===== config.mk =====
export PLATFORM = sky130hd
export DESIGN_NAME = jt12_modseq
export DESIGN_NICKNAME = d
export VERILOG_FILES = /design/src/rtl/jt12_modseq.sv
export SDC_FILE = /design/constraint.sdc
export NUM_CORES = 1
export LEC_CHECK = 0
export ABC_AREA = 1
export CORE_MARGIN = 2
export CORE_UTILIZATION = 40
export DETAILED_ROUTE_END_ITERATION = 6
export GPL_TIMING_DRIVEN = 1
export MAX_ROUTING_LAYER = met4
export PLACE_DENSITY = 0.58
export SLEW_MARGIN = 10
export SYNTH_ARGS = -nofsm -noshare
export SYNTH_HDL_FRONTEND = slang
export SYNTH_SLANG_ARGS = --single-unit

===== constraint.sdc =====
create_clock -name clk -period 5.4 [get_ports clk]
set_input_delay 0.54 -clock clk [delete_from_list [all_inputs] [get_ports clk]]
set_output_delay 0.54 -clock clk [all_outputs]
set_load 0.01 [all_outputs]

===== src/rtl/jt12_modseq.sv =====
// Modulation sequencer for a 4-operator FM voice: walks the operator slots of a frame,
// keeps per-channel operator history and issues the routed modulation input for each slot.
module jt12_modseq #(
  parameter int NUM_CH = 6,
  parameter int OPW    = 14
) (
  input  logic                  clk,
  input  logic                  rst_n,
  input  logic                  cen,
  input  logic                  zero,
  input  logic signed [OPW-1:0] op_result,
  input  logic                  cfg_we,
  input  logic [2:0]            cfg_ch,
  input  logic [2:0]            cfg_alg,
  input  logic [2:0]            cfg_fb,
  output logic signed [OPW:0]   mod_out,
  output logic [1:0]            nxt_stage,
  output logic [2:0]            nxt_ch,
  output logic                  mod_valid
);

  typedef enum logic [1:0] {S1 = 2'd0, S2 = 2'd1, S3 = 2'd2, S4 = 2'd3} stage_t;

  localparam logic [2:0] LAST_CH = 3'(NUM_CH - 1);

  stage_t stage, stage_nx;
  logic [2:0] ch, ch_nx;

  // Storage is sized for the full 3-bit channel space; slots above NUM_CH-1 are never written.
  logic signed [OPW-1:0] hist   [4][8];
  logic signed [OPW-1:0] s1_old [8];
  logic [2:0]            alg    [8];
  logic [2:0]            fb     [8];

  // Frame order within a channel sweep is S1, S3, S2, S4.
  // NOTE: every variable assigned in always_comb gets a default first so no latch is inferred.
  always_comb begin
    stage_nx = stage;
    ch_nx    = ch;
    if (zero) begin
      stage_nx = S1;
      ch_nx    = '0;
    end else if (ch < LAST_CH) begin
      ch_nx = ch + 3'd1;
    end else begin
      ch_nx = '0;
      unique case (stage)
        S1: stage_nx = S3;
        S3: stage_nx = S2;
        S2: stage_nx = S4;
        S4: stage_nx = S1;
      endcase
    end
  end

  // Operands for the next slot's channel, with this cycle's write bypassed in.
  logic signed [OPW-1:0] v1, v1_old, v2, v3;
  always_comb begin
    v1     = hist[S1][ch_nx];
    v1_old = s1_old[ch_nx];
    v2     = hist[S2][ch_nx];
    v3     = hist[S3][ch_nx];
    if (ch == ch_nx) begin
      unique case (stage)
        S1: begin
          v1_old = hist[S1][ch];
          v1     = op_result;
        end
        S2:      v2 = op_result;
        S3:      v3 = op_result;
        default: ;
      endcase
    end
  end

  logic signed [OPW:0] e1, e1_old, e2, e3, fb_sum, mod_nx;
  logic [2:0]          a, f;
  logic [3:0]          shamt;

  always_comb begin
    e1     = {v1[OPW-1], v1};
    e1_old = {v1_old[OPW-1], v1_old};
    e2     = {v2[OPW-1], v2};
    e3     = {v3[OPW-1], v3};
    a      = alg[ch_nx];
    f      = fb[ch_nx];
    shamt  = 4'd10 - {1'b0, f};
    fb_sum = e1 + e1_old;
    mod_nx = '0;
    unique case (stage_nx)
      S1: if (f != 3'd0) mod_nx = fb_sum >>> shamt;
      S2: begin
        case (a)
          3'd0, 3'd3, 3'd4, 3'd5, 3'd6: mod_nx = e1;
          default:                      mod_nx = '0;
        endcase
      end
      S3: begin
        case (a)
          3'd5:       mod_nx = e1;
          3'd0, 3'd2: mod_nx = e2;
          3'd1:       mod_nx = e1 + e2;
          default:    mod_nx = '0;
        endcase
      end
      S4: begin
        case (a)
          3'd5:             mod_nx = e1;
          3'd0, 3'd1, 3'd4: mod_nx = e3;
          3'd3:             mod_nx = e3 + e2;
          3'd2:             mod_nx = e3 + e1;
          default:          mod_nx = '0;
        endcase
      end
    endcase
  end

  // NOTE: sequential state uses non-blocking assignments so every register samples pre-edge values.
  always_ff @(posedge clk or negedge rst_n) begin
    if (!rst_n) begin
      stage     <= S1;
      ch        <= '0;
      mod_out   <= '0;
      mod_valid <= 1'b0;
    end else if (cen) begin
      stage     <= stage_nx;
      ch        <= ch_nx;
      mod_out   <= mod_nx;
      mod_valid <= 1'b1;
    end
  end

  // NOTE: history and config are small register files, so they take the async clear like any flop.
  always_ff @(posedge clk or negedge rst_n) begin
    if (!rst_n) begin
      for (int i = 0; i < 8; i++) begin
        s1_old[i] <= '0;
        alg[i]    <= '0;
        fb[i]     <= '0;
        for (int s = 0; s < 4; s++) hist[s][i] <= '0;
      end
    end else begin
      if (cen) begin
        hist[stage][ch] <= op_result;
        if (stage == S1) s1_old[ch] <= hist[S1][ch];
      end
      if (cfg_we && (int'(cfg_ch) < NUM_CH)) begin
        alg[cfg_ch] <= cfg_alg;
        fb[cfg_ch]  <= cfg_fb;
      end
    end
  end

  assign nxt_stage = stage;
  assign nxt_ch    = ch;

endmodule


# --- Word level (Yosys, flattened, before mapping) ---
# Index checks and enable logic that the tools add are counted.
# Widths: inputs -> output; s select.
word_totals:
  reg_bits: 629
  in_bits: 28
  out_inout_bits: 21
op_classes:
  add_sub_neg: 6
  n_lt_le_gt_ge: 9
  eq_ne: 13
  shift: 1
  muxes: 49
  n_bitwise: 4
  reduce_logical: 12
ops:
  columns: ["operator", "count"]
  rows:
  - ["$bwmux 448", 1]
  - ["$mux 14", 19]
  - ["$demux 112 s2", 1]
  - ["$bmux 14 s3", 5]
  - ["$pmux 15 s4", 2]
  - ["$bwmux 112", 1]
  - ["$mux 112", 1]
  - ["$add 14x14->15", 4]
  - ["$bwmux 24", 2]
  - ["$pmux 15 s3", 1]
  - ["$demux 14 s3", 1]
  - ["$mux 15", 2]
  - ["$mux 3", 7]
  - ["$bmux 3 s3", 2]
  - ["$sshr 15x4->15", 1]
  - ["$ge 4x4->1 const B", 3]
  - ["$not 3->4", 3]
  - ["$demux 3 s3", 1]
  - ["$eq 3x3->1 const B", 3]
  - ["$eq 2x2->1 const B", 4]
  - ["$lt 4x1->1 const B", 2]
  - ["$pmux 2 s4", 1]
  - ["$eq 3x2->1 const B", 2]
  - ["$lt 3x3->1 const B", 2]
  - ["17 further kinds", 23]

# --- Depth between registers and ports, before layout ---
# Gate-level depths: netlist (run 1).
depth:
  word_depth: 13
  mapped_depth: 34
  depth_no_buf: 31

# --- Least setup slack after synthesis (run 1) ---
# Ideal clock, no wire load.
synth_path:
  kind: "in2reg"
  start: "in zero"
  end: "reg mod_out[8]"
  setup_time_ns: 0.117
  arrival_time_ns: 3.981
  t_required_ns: 5.283
  slack_ns: 1.302
  path_stages: 31
  path_buffers: 5
  cell_sequence: "inv_2 -> nand3_2 -> inv_2 -> buf_2 -> buf_2 -> buf_6 -> buf_4 -> clkbuf_1 -> o211ai_1 -> nand3_1 -> o21ai_0 -> o21ai_0 -> ha_1 -> inv_1 -> fa_1 -> inv_1 -> nand3_1 -> nand3_1 -> nand2_1 -> nand3_1 -> nand2_1 -> inv_1 -> nand2_1 -> nand2_1 -> nand2_1 -> nand3_1 -> nand2_1 -> o21ai_0 -> nand2_1 -> nand2_1 -> nand2_1"
synth_via:
  elab_chain_cells: 11
synth_lines:
  columns: ["element", "line_no", "rtl"]
  rows:
  - ["start: declaration", "10", "input logic zero,"]
  - ["$mux 3", "40", "if (zero) begin"]
  - ["$not 3->4 (implied by the code)", null, null]
  - ["$bmux 14 s3 (on tied branches)", "59, 60", null]
  - ["$mux 14 (on tied branches) (2 in a row)", "59, 60", null]
  - ["$mux 14", "64", "unique case (stage)"]
  - ["$mux 14", "63", "if (ch == ch_nx) begin"]
  - ["$add 14x14->15", "88", "fb_sum = e1 + e1_old;"]
  - ["$sshr 15x4->15", "91", "S1: if (f != 3'd0) mod_nx = fb_sum >>> shamt;"]
  - ["$mux 15", "91", null]
  - ["$pmux 15 s4 *", "90", "unique case (stage_nx)"]
  - ["end signal: assignment", "128", "mod_out <= mod_nx;"]
  - ["end: declaration", "16", "output logic signed [OPW:0] mod_out,"]
# Every way passes the cells marked *; elsewhere a longest branch is shown, timed or not. The select of a mux whose other input is x is not followed.
# A chain may end at the register's enable or synchronous reset.

# --- Final worst setup path (run 1) ---
layout_path:
  start: "reg ch[1], in the netlist nxt_ch[1]"
  end: "reg mod_out[8]"
layout_via:
  elab_chain_cells: 13
layout_lines:
  columns: ["element", "line_no", "rtl"]
  rows:
  - ["start: declaration", "27", "logic [2:0] ch, ch_nx;"]
  - ["start signal: assignment", "127", "ch <= ch_nx;"]
  - ["$add 3x1->3 / $lt 3x3->1 (equally long branches)", "44, 43", null]
  - ["$mux 3", "43", "end else if (ch < LAST_CH) begin"]
  - ["$mux 3", "40", null]
  - ["$not 3->4 (implied by the code)", null, null]
  - ["$bmux 14 s3 (on tied branches)", "59, 60", null]
  - ["$mux 14 (on tied branches) (2 in a row)", "59, 60", null]
  - ["$mux 14", "64", null]
  - ["$mux 14", "63", null]
  - ["$add 14x14->15", "88", null]
  - ["$sshr 15x4->15", "91", null]
  - ["$mux 15", "91", null]
  - ["$pmux 15 s4 *", "90", null]
# Marked as above.

==> results.cfg, run 1 <==
[yosys]
synth_top_area_cell = dfrtp_1
synth_area_leaders = dfrtp_1 (44%), nand2_1 (20%), o21ai_0 (9.4%)
synth_cells = 4116
synth_edf_count = 0
yosysSeqAreaShare_pct = 44.1
ys.flop_type = dfrtp_1
synth.avg_cell_area_um2 = 7.12
synth.top_cell.area_share_pct = 44.1
yosysWarnings = 0
synthArstFlopShare_pct = 100
synth-seq-cells = 517
netlist_area_um2 = 29300
ys_types = 49
synthesis.nets = 4195

[drt]
wirelength_mm = 99.7
drcViolationCount = 0
ant_nets = 0
drtIter0Drc = 2877
wl_per_cell_um = 19.8
num_vias = 27200
viasPerCell = 5.39
drtPass1Iterations = 6

[die]
die-area_um2 = 75500
row_count = 99
die_h_um = 275
core_um2 = 72700
start_util_pct = 40.3
die_w_um = 275
io_pins = 49

[timing]
slew_headroom_pct = 17.3
period_share_pct = 92.2
rsz0062_at_grt = no
finalHoldViolations = 0
setup_viol = 0
finalCriticalPeriod_ns = 4.98
setup_tns_ns = 0
max_freq_mhz = 201
hold_slack_ns = 0.376
worstMarginPinSlew_ns = 1.24
skew_ns = 0.0403
maxSlewViolCount = 0

[place]
hpwl_mm = 66.0
portBuffers = 48
gp_congestion = 0.954
placed_cells = 4938

[critical_path]
r2r-start = nxt_ch[1]
worstPathRequired_ns = 5.90
crit_fanout = 38
reg2reg_depth = 29
r2r_end = mod_out[8]
criticalPathCategory = flop to flop
cpMaxStageDelayCell = dfrtp_1
arrival_ns = 5.48
end_kind = flop
regToRegSetupSlack_ns = 0.42
cpPeakStageDelay_ns = 0.68
critPathLaunch = nxt_ch[1]
path_buf_inv = 4
crit_family = simple AND/OR/NAND/NOR gates
start_kind = flop
crit_top_cell = nand2_1

[worst_hold_path]
hold_path.startpoint = fb[5]
hold_end = fb[5]
worstHoldPathCells = 0
min_path_type = flop to flop

[power]
sw_frac_of_total_pct = 41.6
p_clk_share_pct = 25.3
seq_power_share_pct = 32.3
p_int_w = 0.00959
p_sw_w = 0.00683
ir_drop_v = 0.000273
leakage_nw = 15.8
p_comb_share_pct = 42.4
powerDensity_nw_per_um2 = 502

[finish]
post-route-util_pct = 45.0
nNetsFinal = 4118
drive_gt1_share_pct = 6.66
syn2layout_area_growth_pct = 11.5
stdcell_count = 5043

[grt]
grt_max_degree = 149
grt_pass1_wl_mm = 156
gr-total-overflow = 0
grt_pass1_vias = 25700
antenna_found_initial = 1
track_usage_pct = 27.4

[clock_tree]
cts_buffer_depth = 3
clock-sinks = 517
post_cts_buffers = 0
cts_buffers = 57
htreeDepth = 2
clk_latency_ns = 0.64
cts_tree = done
ctsRootBufferMaster = clkbuf_16
path_clk_slew_ns = 0.06

[run]
drv_cap = 0

[status]
outcome = finished, final reports clean
## layer usage
| layer | GRT usage (%) | vias up | part of all wire, % |
|---|---|---|---|
| li1 | - | 13200 | - |
| met1 | 38.6 | 12900 | 47 |
| met2 | 41.4 | 854 | 44 |
| met3 | 3.18 | 164 | 6.2 |
| met4 | 8.28 | 0 | 2.9 |
| met5 | - | - | 0 |
## layout make-up
type / count / area, um^2
antenna: 1 / 2.50
clock buffer: 84 / 1710
clock inverter: 19 / 287
fill: 7454 / 40000
inverter: 251 / 950
multi-input combinational: 3077 / 14200
sequential: 517 / 12900
tap: 959 / 1200
timing repair buffer: 135 / 1370
## synthesized netlist by cell type, types with 28 or more instances
cell	number
nand2_1	1556
o21ai_0	550
dfrtp_1	517
nand3_1	348
inv_1	237
nor2_1	198
clkbuf_1	161
a21oi_1	78
buf_2	64
nand4_1	51
ha_1	48
o211ai_1	47
or2_2	30
buf_4	28
## worst register-to-register path: cells and delay by family (launching register included)
| kind | cells | cell delay (ns) |
|---|---|---|
| compound gates | 1 | 0.20 |
| buf+inv | 4 | 0.51 |
| flops | 1 | 0.68 |
| simple gates | 21 | 2.47 |
| fa+ha+maj | 3 | 1.05 |
## power by group through the flow
stage / Sequential, W / Clock (W) / Combinational [W]
floorplan: 0.00524 / 0 / 0.00478
global placement: 0.00535 / 0 / 0.00683
detailed placement: 0.00536 / 0 / 0.00685
CTS: 0.00530 / 0.00422 / 0.00689
global route: 0.00542 / 0.00437 / 0.00785
finish: 0.00531 / 0.00415 / 0.00695
## registers in the layout (all words and copies together), names as in the netlist
register,cells
alg,24
fb,24
hist,336
mod_out,15
mod_valid,1
nxt_ch,3
nxt_stage,2
s1_old,112
## cells in the final DEF (no fill, tap or decap), drive strengths merged, types with 2 or more instances in the layout
cell type	count
a211oi	4
a21boi	2
a21o	7
a21oi	79
a31oi	22
and2	3
and3	3
buf	87
bufinv	6
clkbuf	84
clkdlybuf4s50	47
clkinv	12
clkinvlp	2
dfrtp	517
fa	3
ha	48
inv	250
mux2i	8
nand2	1573
nand3	355
nand3b	4
nand4	53
nor2	206
nor3	12
o211ai	47
o21ai	573
o21bai	3
o22ai	27
o32ai	2
or2	32
xnor2	7
## how the worst max path moves through the flow
stage | to | slack [ns] | cells after the start
6_report | mod_out[8] | 0.42 | 29
4_1_cts | mod_out[8] | 0.51 | 29
3_3_place_gp | mod_out[13] | 0.27 | 26
5_1_grt | mod_out[12] | 0.1 | 32
3_5_place_dp | mod_out[13] | 0.27 | 26
2_1_floorplan | mod_out[8] | 1.30 | 31
## metrics by stage
step	worst slack, ns	area (um^2)	power [W]
5_1_grt	0.0951	32700	0.0176
4_1_cts	0.512	32700	0.0164
3_3_place_gp	0.267	30700	0.0122
6_report	0.420	32700	0.0164
2_1_floorplan	1.30	29300	0.0100
3_5_place_dp	0.274	30700	0.0122
## logic make-up after synthesis
kind of cell | count (synthesis) | share of synthesized area (%)
and+or+nand+nor | 2242 | 31.6
AOI/OAI and AO/OA | 768 | 14.0
buffers and inverters | 522 | 7.49
DFF | 517 | 44.1
adders and majority gates | 51 | 2.25
xor gates and xnor gates | 8 | 0.239
muxes | 8 | 0.273
## repair_timing
| action | 4_1_cts | 5_1_grt |
|---|---|---|
| hold endpoints to repair | 76 | 0 |
| hold buffers | 1 | 0 |
| resized for setup | 0 | 0 |
| setup endpoints to repair | 0 | 0 |
No activity file was read; power rests on OpenSTA's default activity.
==> run 2: changes to the inputs <==
==> constraint.sdc (replaced) <==
create_clock -name clk -period 5.5 [get_ports clk]
set_input_delay 0.55 -clock clk [delete_from_list [all_inputs] [get_ports clk]]
set_output_delay 0.55 -clock clk [all_outputs]
set_load 0.01 [all_outputs]
==> run 2 against run 1 <==
Compared with the run above: first-iteration DRC count down 2.1%; clock skew decreased by 0.023 ns; total power is 2.7% lower; design area shrank 0.52%; core utilization shrank 0.23 points; sequential cell count did not move; critical path type unchanged; largest cell class unchanged.
==> results.cfg, run 2 (synthesis gave the netlist of run 1 again) <==
[drt]
num_vias = 27100
drcViolationCount = 0
viasPerCell = 5.39
drtPass1Iterations = 7
wirelength_mm = 100
ant_nets = 0
wl_per_cell_um = 19.9
drtIter0Drc = 2816

[worst_hold_path]
hold_path.startpoint = fb[1]
min_path_type = flop to flop

[finish]
syn2layout_area_growth_pct = 10.9
final_common_cell = nand2_1
largest_reg_flops = 336
largestRegisters = hist: 336 flops, s1_old: 112 flops
nNetsFinal = 4113
top_register = hist
drive_gt1_share_pct = 6.42
num-fill-cells = 7435
final_cell_mix = nand2_1 (1551), o21ai_0 (550), dfrtp_1 (516)
stdcell_count = 5041

[clock_tree]
path_clk_slew_ns = 0.06
clk_latency_ns = 0.63
cts_tree = done
cts_buffer_depth = 3
htreeDepth = 2
ctsResizeCount = 0
clock-sinks = 517
ctsRootBufferMaster = clkbuf_16
cts_buffers = 57

[timing]
finalWorstSetupSlack_ns = 0.478
finalHoldViolations = 0
skew_ns = 0.0176
period_share_pct = 91.3
setup_viol = 0
slew_headroom_pct = 21.5
maxSlewViolCount = 0
rsz0062_at_grt = no
finalCriticalPeriod_ns = 5.02
worstMarginPinSlew_ns = 1.17
setup_tns_ns = 0
max_freq_mhz = 199

[critical_path]
criticalPathCategory = flop to flop
start_kind = flop
critPathLaunch = nxt_ch[1]
r2r-start = nxt_ch[1]
worstPathRequired_ns = 6.02
crit_fanout = 10
end_kind = flop
arrival_ns = 5.54

[die]
start_util_pct = 40.3
die-area_um2 = 75500
core_um2 = 72700
row_count = 99
io_pins = 49
die_h_um = 275
die_w_um = 275

[power]
powerDensity_nw_per_um2 = 491
p_int_w = 0.00925
p_sw_w = 0.00673
ir_drop_v = 0.000301
leakage_nw = 15.7
seq_power_share_pct = 32.6
p_clk_share_pct = 24.6
sw_frac_of_total_pct = 42.1
p_comb_share_pct = 42.8

[run]
drv_cap = 0

[grt]
gr-total-overflow = 0
antenna_found_initial = 2
grt_pass1_vias = 25700
track_usage_pct = 27.5
grt_pass1_wl_mm = 155
grt_max_degree = 144

[status]
outcome = finished, final reports clean

[place]
placed_cells = 4933
portBuffers = 48
gp_congestion = 0.986
hpwl_mm = 65.3
pre_cts_slack_ns = 0.176
[run 2: changes by cell type in the layout (fill, tap and decap cells not counted), moves of 3 or more]
cell       delta
clkbuf_8      -3
clkbuf_1      +8
bufinv_16     -3
buf_12        -4
[run 2: path summary, 6_finish.rpt]
path | endpoint | depth (start not counted) | slack [ns]
worst min register to register | fb[1] | 0 | 0.38
worst max-delay path | mod_out[12] | 24 | 0.48
worst min-delay path | fb[1] | 0 | 0.38
max in group asynchronous | nxt_ch[0] | 3 | 3.58
min in group asynchronous | s1_old[32] | 2 | 0.54
worst max register to register | mod_out[12] | 24 | 0.48
[run 2: timing repair]
action | in CTS | in global routing
hold buffers | 1 | 0
buffers inserted | 0 | 0
endpoints found under the hold margin | 6 | 0
[run 2: cell type report]
| class | instances | area (um^2) | share of cell area [%] |
|---|---|---|---|
| Tap cell | 959 | 1200 | 3.69 |
| Inverter | 251 | 950 | 2.92 |
| Clock buffer | 90 | 1720 | 5.29 |
| Sequential cell | 517 | 12900 | 39.8 |
| Clock inverter | 16 | 191 | 0.589 |
| Antenna cell | 1 | 2.50 | 0.00770 |
| Multi-Input combinational cell | 3077 | 14200 | 43.8 |
| Timing Repair Buffer | 130 | 1280 | 3.93 |
[run 2: power by group through the flow]
stage | clock (W) | combinational, W | sequential [W]
after floorplan | 0 | 0.00469 | 0.00514
after global placement | 0 | 0.00671 | 0.00525
after detailed placement | 0 | 0.00672 | 0.00525
after CTS | 0.00400 | 0.00675 | 0.00520
after global routing | 0.00415 | 0.00770 | 0.00532
final | 0.00394 | 0.00684 | 0.00521
[run 2: worst max-delay path: stages (launching register included)]
cell and delay, ns:
dfrtp_1 0.53, inv_1 0.57, nand4_1 0.53, nand4_2 0.49, buf_4 0.27, nor2_1 0.05
nor2_1 0.33, inv_1 0.14, ha_1 0.42, nand2_1 0.14, nor2_1 0.22, and2_1 0.15
nand2_1 0.10, nand3_1 0.10, nand2_1 0.07, inv_1 0.13, nand2_1 0.11, nand2_1 0.09
nand2_1 0.05, nand2_1 0.08, nand2_1 0.06, nand2_1 0.10, nand2_1 0.06, nand2_1 0.05
nand2_1 0.05
[run 2: per-stage QoR]
stage | utilization [%] | total power [W] | hold WS, ns | instance area (um^2)
floorplan | - | 0.00983 | 0.254 | 29300
global placement | 42.1 | 0.0120 | 0.365 | 30600
detailed placement | 42.1 | 0.0120 | 0.366 | 30600
CTS | 44.7 | 0.0160 | 0.379 | 32500
global route | 44.7 | 0.0172 | 0.385 | 32500
finish | 44.7 | 0.0160 | 0.376 | 32500
[run 2: routing by layer]
layer	track usage [%]	routed length, um	part of all wire (%)
met1	38.3	46100	46
met2	40.4	43000	43
met3	4.63	7450	7.4
met4	9.44	3710	3.7
met5	-	0	0
